--- src/rtl/nes_loader_pkg.sv ---
`default_nettype none
// ============================================================================
//  Module      : nes_loader_pkg
//  Description : Shared constants and the loader write record used by the
//                cartridge-load path into SDRAM.
//                  LOADER_ADDR_W - loader/SDRAM byte address width
//                  LOADER_DATA_W - loader write data width
//                  NES_CE_SLOT   - ce_phase value that opens a request window
//                  loader_wr_t   - packed {addr, data} write record
//  Revision    : 1.0 - initial release
// ============================================================================
package nes_loader_pkg;

    localparam int         LOADER_ADDR_W = 22;
    localparam int         LOADER_DATA_W = 8;
    localparam logic [1:0] NES_CE_SLOT   = 2'd3;

    typedef struct packed {
        logic [LOADER_ADDR_W-1:0] addr;
        logic [LOADER_DATA_W-1:0] data;
    } loader_wr_t;

endpackage : nes_loader_pkg
`default_nettype wire

--- src/rtl/loader_fifo.sv ---
`default_nettype none
// ============================================================================
//  Module      : loader_fifo
//  Description : Synchronous FIFO with asynchronous active-low reset. The read
//                data is the combinational head entry (no output register).
//  Ports       : clock   in   system clock
//                reset_n in   asynchronous active-low reset
//                push    in   write din (ignored when full)
//                pop     in   discard head entry (ignored when empty)
//                din     in   WIDTH write data
//                dout    out  WIDTH head entry
//                count   out  clog2(DEPTH)+1 occupancy
//                full    out  count == DEPTH
//                empty   out  count == 0
//  Revision    : 1.0 - initial release
// ============================================================================
module loader_fifo #(
    parameter  int WIDTH = 30,
    parameter  int DEPTH = 8,
    localparam int AW    = $clog2(DEPTH),
    localparam int CW    = AW + 1
) (
    input  logic             clock,
    input  logic             reset_n,
    input  logic             push,
    input  logic             pop,
    input  logic [WIDTH-1:0] din,
    output logic [WIDTH-1:0] dout,
    output logic [CW-1:0]    count,
    output logic             full,
    output logic             empty
);

    localparam logic [CW-1:0] c_full_count = CW'(DEPTH);

    logic [WIDTH-1:0] r_mem [DEPTH];
    logic [AW-1:0]    r_wr_ptr;
    logic [AW-1:0]    r_rd_ptr;
    logic [CW-1:0]    r_count;
    logic             w_do_push;
    logic             w_do_pop;

    assign full      = (r_count == c_full_count);
    assign empty     = (r_count == '0);
    assign count     = r_count;
    assign dout      = r_mem[r_rd_ptr];
    assign w_do_push = push && !full;
    assign w_do_pop  = pop && !empty;

    // DEPTH is a power of two, so pointer wrap is the natural AW-bit rollover.
    always_ff @(posedge clock or negedge reset_n) begin
        if (!reset_n) begin
            r_wr_ptr <= '0;
            r_rd_ptr <= '0;
            r_count  <= '0;
        end else begin
            if (w_do_push) begin
                r_wr_ptr <= r_wr_ptr + 1'b1;
            end
            if (w_do_pop) begin
                r_rd_ptr <= r_rd_ptr + 1'b1;
            end
            case ({w_do_push, w_do_pop})
                2'b10:   r_count <= r_count + 1'b1;
                2'b01:   r_count <= r_count - 1'b1;
                default: r_count <= r_count;
            endcase
        end
    end

    // Storage is not reset; the pointers alone define which entries are valid.
    always_ff @(posedge clock) begin
        if (w_do_push) begin
            r_mem[r_wr_ptr] <= din;
        end
    end

endmodule : loader_fifo
`default_nettype wire

--- src/rtl/loader_sdram_bridge.sv ---
`default_nettype none
// ============================================================================
//  Module      : loader_sdram_bridge
//  Description : Buffers loader byte writes and replays them into the SDRAM
//                write request port, one write per 4-cycle NES request
//                window, starting on the edge where ce_phase == SLOT.
//  Ports       : clock     in   system clock (21 MHz NES domain)
//                reset_n   in   asynchronous active-low reset
//                ce_phase  in   2   free-running clock-enable phase
//                load_done in   loader finished; pushes ignored when high
//                in_valid  in   loader write strobe
//                in_addr   in   ADDR_W loader byte address
//                in_data   in   DATA_W loader byte
//                in_ready  out  FIFO not full
//                mem_we    out  SDRAM write request, held for a whole window
//                mem_addr  out  ADDR_W SDRAM write address
//                mem_din   out  DATA_W SDRAM write data
//                overflow  out  sticky: a push was dropped on a full FIFO
//                idle      out  FIFO empty and no write in progress
//  Revision    : 1.0 - initial release
// ============================================================================
module loader_sdram_bridge
    import nes_loader_pkg::*;
#(
    parameter int         ADDR_W = LOADER_ADDR_W,
    parameter int         DATA_W = LOADER_DATA_W,
    parameter int         DEPTH  = 8,
    parameter logic [1:0] SLOT   = NES_CE_SLOT
) (
    input  logic              clock,
    input  logic              reset_n,
    input  logic [1:0]        ce_phase,
    input  logic              load_done,
    input  logic              in_valid,
    input  logic [ADDR_W-1:0] in_addr,
    input  logic [DATA_W-1:0] in_data,
    output logic              in_ready,
    output logic              mem_we,
    output logic [ADDR_W-1:0] mem_addr,
    output logic [DATA_W-1:0] mem_din,
    output logic              overflow,
    output logic              idle
);

    localparam int CW = $clog2(DEPTH) + 1;
    localparam int EW = ADDR_W + DATA_W;

    generate
        if (DEPTH < 2 || DEPTH > 64 || (DEPTH & (DEPTH - 1)) != 0) begin : g_bad_depth
            $error("loader_sdram_bridge: DEPTH must be a power of two in 2..64");
        end
    endgenerate

    logic          w_push_req;
    logic          w_push;
    logic          w_pop;
    logic          w_slot;
    logic          w_full;
    logic          w_empty;
    logic [CW-1:0] w_count;
    logic [EW-1:0] w_head;

    assign w_slot     = (ce_phase == SLOT);
    assign w_push_req = in_valid && !load_done;
    // Fullness is judged on the pre-edge occupancy, so a pop on the same edge
    // does not rescue a push into a full FIFO.
    assign w_push     = w_push_req && !w_full;
    assign w_pop      = w_slot && !w_empty;

    loader_fifo #(
        .WIDTH (EW),
        .DEPTH (DEPTH)
    ) u_fifo (
        .clock   (clock),
        .reset_n (reset_n),
        .push    (w_push),
        .pop     (w_pop),
        .din     ({in_addr, in_data}),
        .dout    (w_head),
        .count   (w_count),
        .full    (w_full),
        .empty   (w_empty)
    );

    // Request outputs only change on the slot edge, which makes every write
    // span exactly one 4-cycle window; back-to-back entries keep mem_we high.
    always_ff @(posedge clock or negedge reset_n) begin
        if (!reset_n) begin
            mem_we   <= 1'b0;
            mem_addr <= '0;
            mem_din  <= '0;
        end else if (w_slot) begin
            mem_we <= !w_empty;
            if (!w_empty) begin
                {mem_addr, mem_din} <= w_head;
            end
        end
    end

    always_ff @(posedge clock or negedge reset_n) begin
        if (!reset_n) begin
            overflow <= 1'b0;
        end else if (w_push_req && w_full) begin
            overflow <= 1'b1;
        end
    end

    assign in_ready = !w_full;
    assign idle     = (w_count == '0) && !mem_we;

endmodule : loader_sdram_bridge
`default_nettype wire

--- config.mk ---
export PLATFORM = sky130hd
export DESIGN_NAME = loader_sdram_bridge
export DESIGN_NICKNAME = d
export VERILOG_FILES = /design/src/rtl/nes_loader_pkg.sv /design/src/rtl/loader_fifo.sv /design/src/rtl/loader_sdram_bridge.sv
export SDC_FILE = /design/constraint.sdc
export NUM_CORES = 1
export LEC_CHECK = 0
export ABC_AREA = 1
export ABC_CLOCK_PERIOD_IN_PS = 3700
export BUFFER_PORTS_ARGS = -buffer_cell sky130_fd_sc_hd__clkbuf_2
export CAP_MARGIN = 20
export CORE_ASPECT_RATIO = 1.25
export CORE_UTILIZATION = 45
export DETAILED_ROUTE_END_ITERATION = 16
export PLACE_DENSITY = 0.68
export SLEW_MARGIN = 10
export SYNTH_ARGS = -nofsm -noshare
export SYNTH_HDL_FRONTEND = slang
export SYNTH_SLANG_ARGS = --single-unit
--- constraint.sdc ---
create_clock -name clock -period 3.7 [get_ports clock]
set_input_delay 0.74 -clock clock [delete_from_list [all_inputs] [get_ports clock]]
set_output_delay 0.74 -clock clock [all_outputs]
set_load 0.005 [all_outputs]
==> metrics.md <==
| Metric | Value |
|---|---|
| Outcome | `finished clean` |
| Post_cts resized | `0` |
| Critical Path Max Stage Delay | `400 ps` |
| Fin crit period | `2260 ps` |
| Clock power share | `29.3%` |
| Top cells by count, synth | `edfxtp_1 (240), nor2_1 (192), nand2_1 (116), nand3_1 (95), o21ai_0 (93)` |
| Combinational power share | `28.4%` |
| VDD IR-drop max | `0.528 mV` |
| Area leader, netlist | `edfxtp_1` |
| Initial DRC count | `450` |
| Synth Instances | `921` |
| Worst Hold Class | `in2async` |
| Initial antenna violation count | `0` |
| Reg clk slew, reported paths | `70 ps` |
| Drt wl/cell | `17.2 microns` |
| Std cell rows | `64` |
| Clock Latency Late Sink | `540 ps` |
| P_leak | `0.00481 uW` |
| RePlAce Congestion | `0.729` |
| Vias per cell | `5.14` |
| Largest net degree at the start of global routing | `153` |
| Io pins | `70` |
| Starting Density | `45.7%` |
| Final hold slack | `341 ps` |
| Top cell by count, worst path | `inv_1` |
| Buffer depth of the longest clock path | `3` |
| Final non-filler cell total | `1,336` |
| H-tree depth | `1` |
| Setup Fix Bufs, Post-CTS | `0` |
| Main area contributors after synthesis | `edfxtp_1 (65%), dfrtp_1 (9.4%), nor2_1 (6.5%), nand3_1 (4.3%), o21ai_0 (4.2%)` |
| Setup_tns | `0 ps` |
| Post-synthesis sequential area ratio | `74.0%` |
| YS warnings | `0` |
| NetSw | `3130 uW` |
| RSZ-0062 raised after global routing | `no` |
| Global Route Usage Sum | `19.1%` |
| Critical path launch point type | `flip-flop` |
| Final Cycle Share | `61.2%` |
| Vias after detailed routing | `6,872` |
| Max Slew Vio Count | `0` |
| Post-detail-place hpwl | `12,800 microns` |
| Sw Share | `32.7%` |
| Number of synthesized register bits | `282` |
| P_int | `6440 uW` |
| CP max-delay cell | `dfrtp_1` |
| Post-synth EDFFs | `240` |
| Setup Skew | `17.2 ps` |
| Worst Setup End Kind | `flip-flop` |
| Max Cap Viol | `0` |
| Number of global-route vias before repair | `6,988` |
| Synth Net Count | `962` |
| Critical Path Fanout Max | `20` |
| Top FF cell, synth | `edfxtp_1` |
| Area growth from synthesis to layout | `14.9%` |
| Core Footprint | `24,400 sq um` |
| Worst Setup SP | `u_fifo.count[2]$_DFFE_PN0P_` |
| Die area | `25,400 sq um` |
| Worst R2R Start | `u_fifo.count[2]$_DFFE_PN0P_` |
| Max-slew headroom | `36.3%` |
| # setup viols final | `0` |
| Layout Nets | `1,026` |
| Kind of critical path | `reg2reg` |
| WP data arrival | `2470 ps` |
| Fmax | `0.442 GHz` |
| Setup WS pre-CTS | `1110 ps` |
| Placed insts | `1,286` |
| Synth unique cells | `24` |
| Drt first pass iters | `5` |
| Fin. Hold Viols | `0` |
| Async S/R FF share, synth | `14.9%` |
| First-pass GRT wire length | `37,300 microns` |
| Syn avg cell area | `12.1 sq um` |
| Hold_buf cts | `0` |
| Clock sinks | `282` |
| Clock Tree Root | `clkbuf_16` |
| Share of cells above drive strength 1 | `14.0%` |
| Overflow after GRT | `0` |
| Worst-margin pin slew | `956 ps` |
| CP required | `3900 ps` |
| Most frequent cell after synthesis | `edfxtp_1` |
| CTS tree | `yes` |
| Cells along the critical path | `inv_1 -> nand3_1 -> nand2_2 -> inv_1 -> nand2_1 -> nor2_4 -> buf_4` |
| CTS Buf Count | `27` |
| Sequential share of power | `42.4%` |
| DRC | `0` |
| Yosys top cell area share | `64.6%` |
| Mapped Area | `11,200 sq um` |
| Drt total wl | `23,000 microns` |
| Die width | `143 microns` |
| Pwr dens | `746 nW/um^2` |
| Post-DRT Antenna Nets | `0` |
| Die span in y | `178 microns` |
| Final worst slack | `1440 ps` |
| Port bufs | `69` |
-- worst max-delay path: cells and delay by family, from the launching register on --
family	cells	cell delay, ps
buffers and inverters	3	620
DFF	1	400
and+or+nand+nor	4	890
-- path summary, 6_finish.rpt --
| check | end | slack (ps) | depth (start not counted) |
|---|---|---|---|
| worst max register to register | u_fifo.r_mem[7][18]$_DFFE_PP_ | 1440 | 7 |
| min in group clock | overflow$_DFFE_PN0P_ | 410 | 2 |
| max in group asynchronous | mem_addr[19]$_DFFE_PN0P_ | 2590 | 2 |
| worst min-delay path | mem_addr[5]$_DFFE_PN0P_ | 340 | 1 |
| worst min register to register | overflow$_DFFE_PN0P_ | 460 | 2 |
| worst max-delay path | u_fifo.r_mem[7][18]$_DFFE_PP_ | 1440 | 7 |
-- through the flow --
| step | total power (uW) | utilization, % | instance area, sq um |
|---|---|---|---|
| 3_5_place_dp | 6860 | 48.8 | 11900 |
| 5_1_grt | 10200 | 52.5 | 12800 |
| 4_1_cts | 9660 | 52.5 | 12800 |
| 6_report | 9570 | 52.5 | 12800 |
| 3_3_place_gp | 6780 | 48.8 | 11900 |
| 2_1_floorplan | 5970 | - | 11200 |
-- cells by family after synthesis --
group | Yosys count | share of synthesized area, %
AOI/OAI and AO/OA | 127 | 6.54
xor gates and xnor gates | 6 | 0.471
buffers and inverters | 95 | 3.59
DFF | 282 | 74.0
adders and majority gates | 5 | 0.561
and+or+nand+nor | 406 | 14.8
-- layer usage --
| layer | routed length, microns | vias to the layer above | global-route usage [%] |
|---|---|---|---|
| met5 | 0 | - | 0 |
| met4 | 478 | 0 | 5.65 |
| met3 | 1170 | 44 | 2.77 |
| met2 | 11700 | 171 | 34.0 |
| met1 | 9640 | 3328 | 24.2 |
| li1 | - | 3329 | - |
-- layout by cell type, fill, tap and decap left out, types with 5 or more instances in the layout --
cell / netlist / layout
clkbuf_2: 0 / 69
inv_1: 42 / 42
nor2_1: 192 / 184
buf_4: 3 / 12
clkinv_2: 0 / 5
nand2_1: 116 / 116
ha_1: 5 / 5
edfxtp_1: 240 / 240
o211ai_1: 30 / 30
clkbuf_1: 20 / 6
dfrtp_1: 42 / 41
nor2_4: 0 / 8
clkbuf_16: 0 / 27
nand3_1: 95 / 95
o21ai_0: 93 / 93
-- power by group through the flow --
stage | Clock, uW | Sequential, uW | Combinational [uW]
after floorplan | 0 | 4110 | 1860
after global placement | 0 | 4110 | 2680
after detailed placement | 0 | 4110 | 2750
after CTS | 2850 | 4050 | 2760
after global routing | 2960 | 4090 | 3100
final | 2800 | 4050 | 2710
-- flip-flops by register name, indices dropped and copies added, names as in the netlist --
signal,flops
u_fifo.r_rd_ptr,3
mem_addr,22
mem_we,1
mem_din,8
u_fifo.r_mem,240
u_fifo.r_wr_ptr,3
u_fifo.count,4
overflow,1
-- layout make-up --
| class | instances | area (sq um) |
|---|---|---|
| clock inverters | 14 | 176 |
| inverters | 45 | 169 |
| clock buffers | 35 | 726 |
| repair buffers | 85 | 515 |
| well taps | 330 | 413 |
| multi-input cells | 544 | 2550 |
| fillers | 2018 | 11600 |
| diodes | 1 | 2.50 |
| flip-flops and latches | 282 | 8260 |
Power figures use the tool's default switching activity.
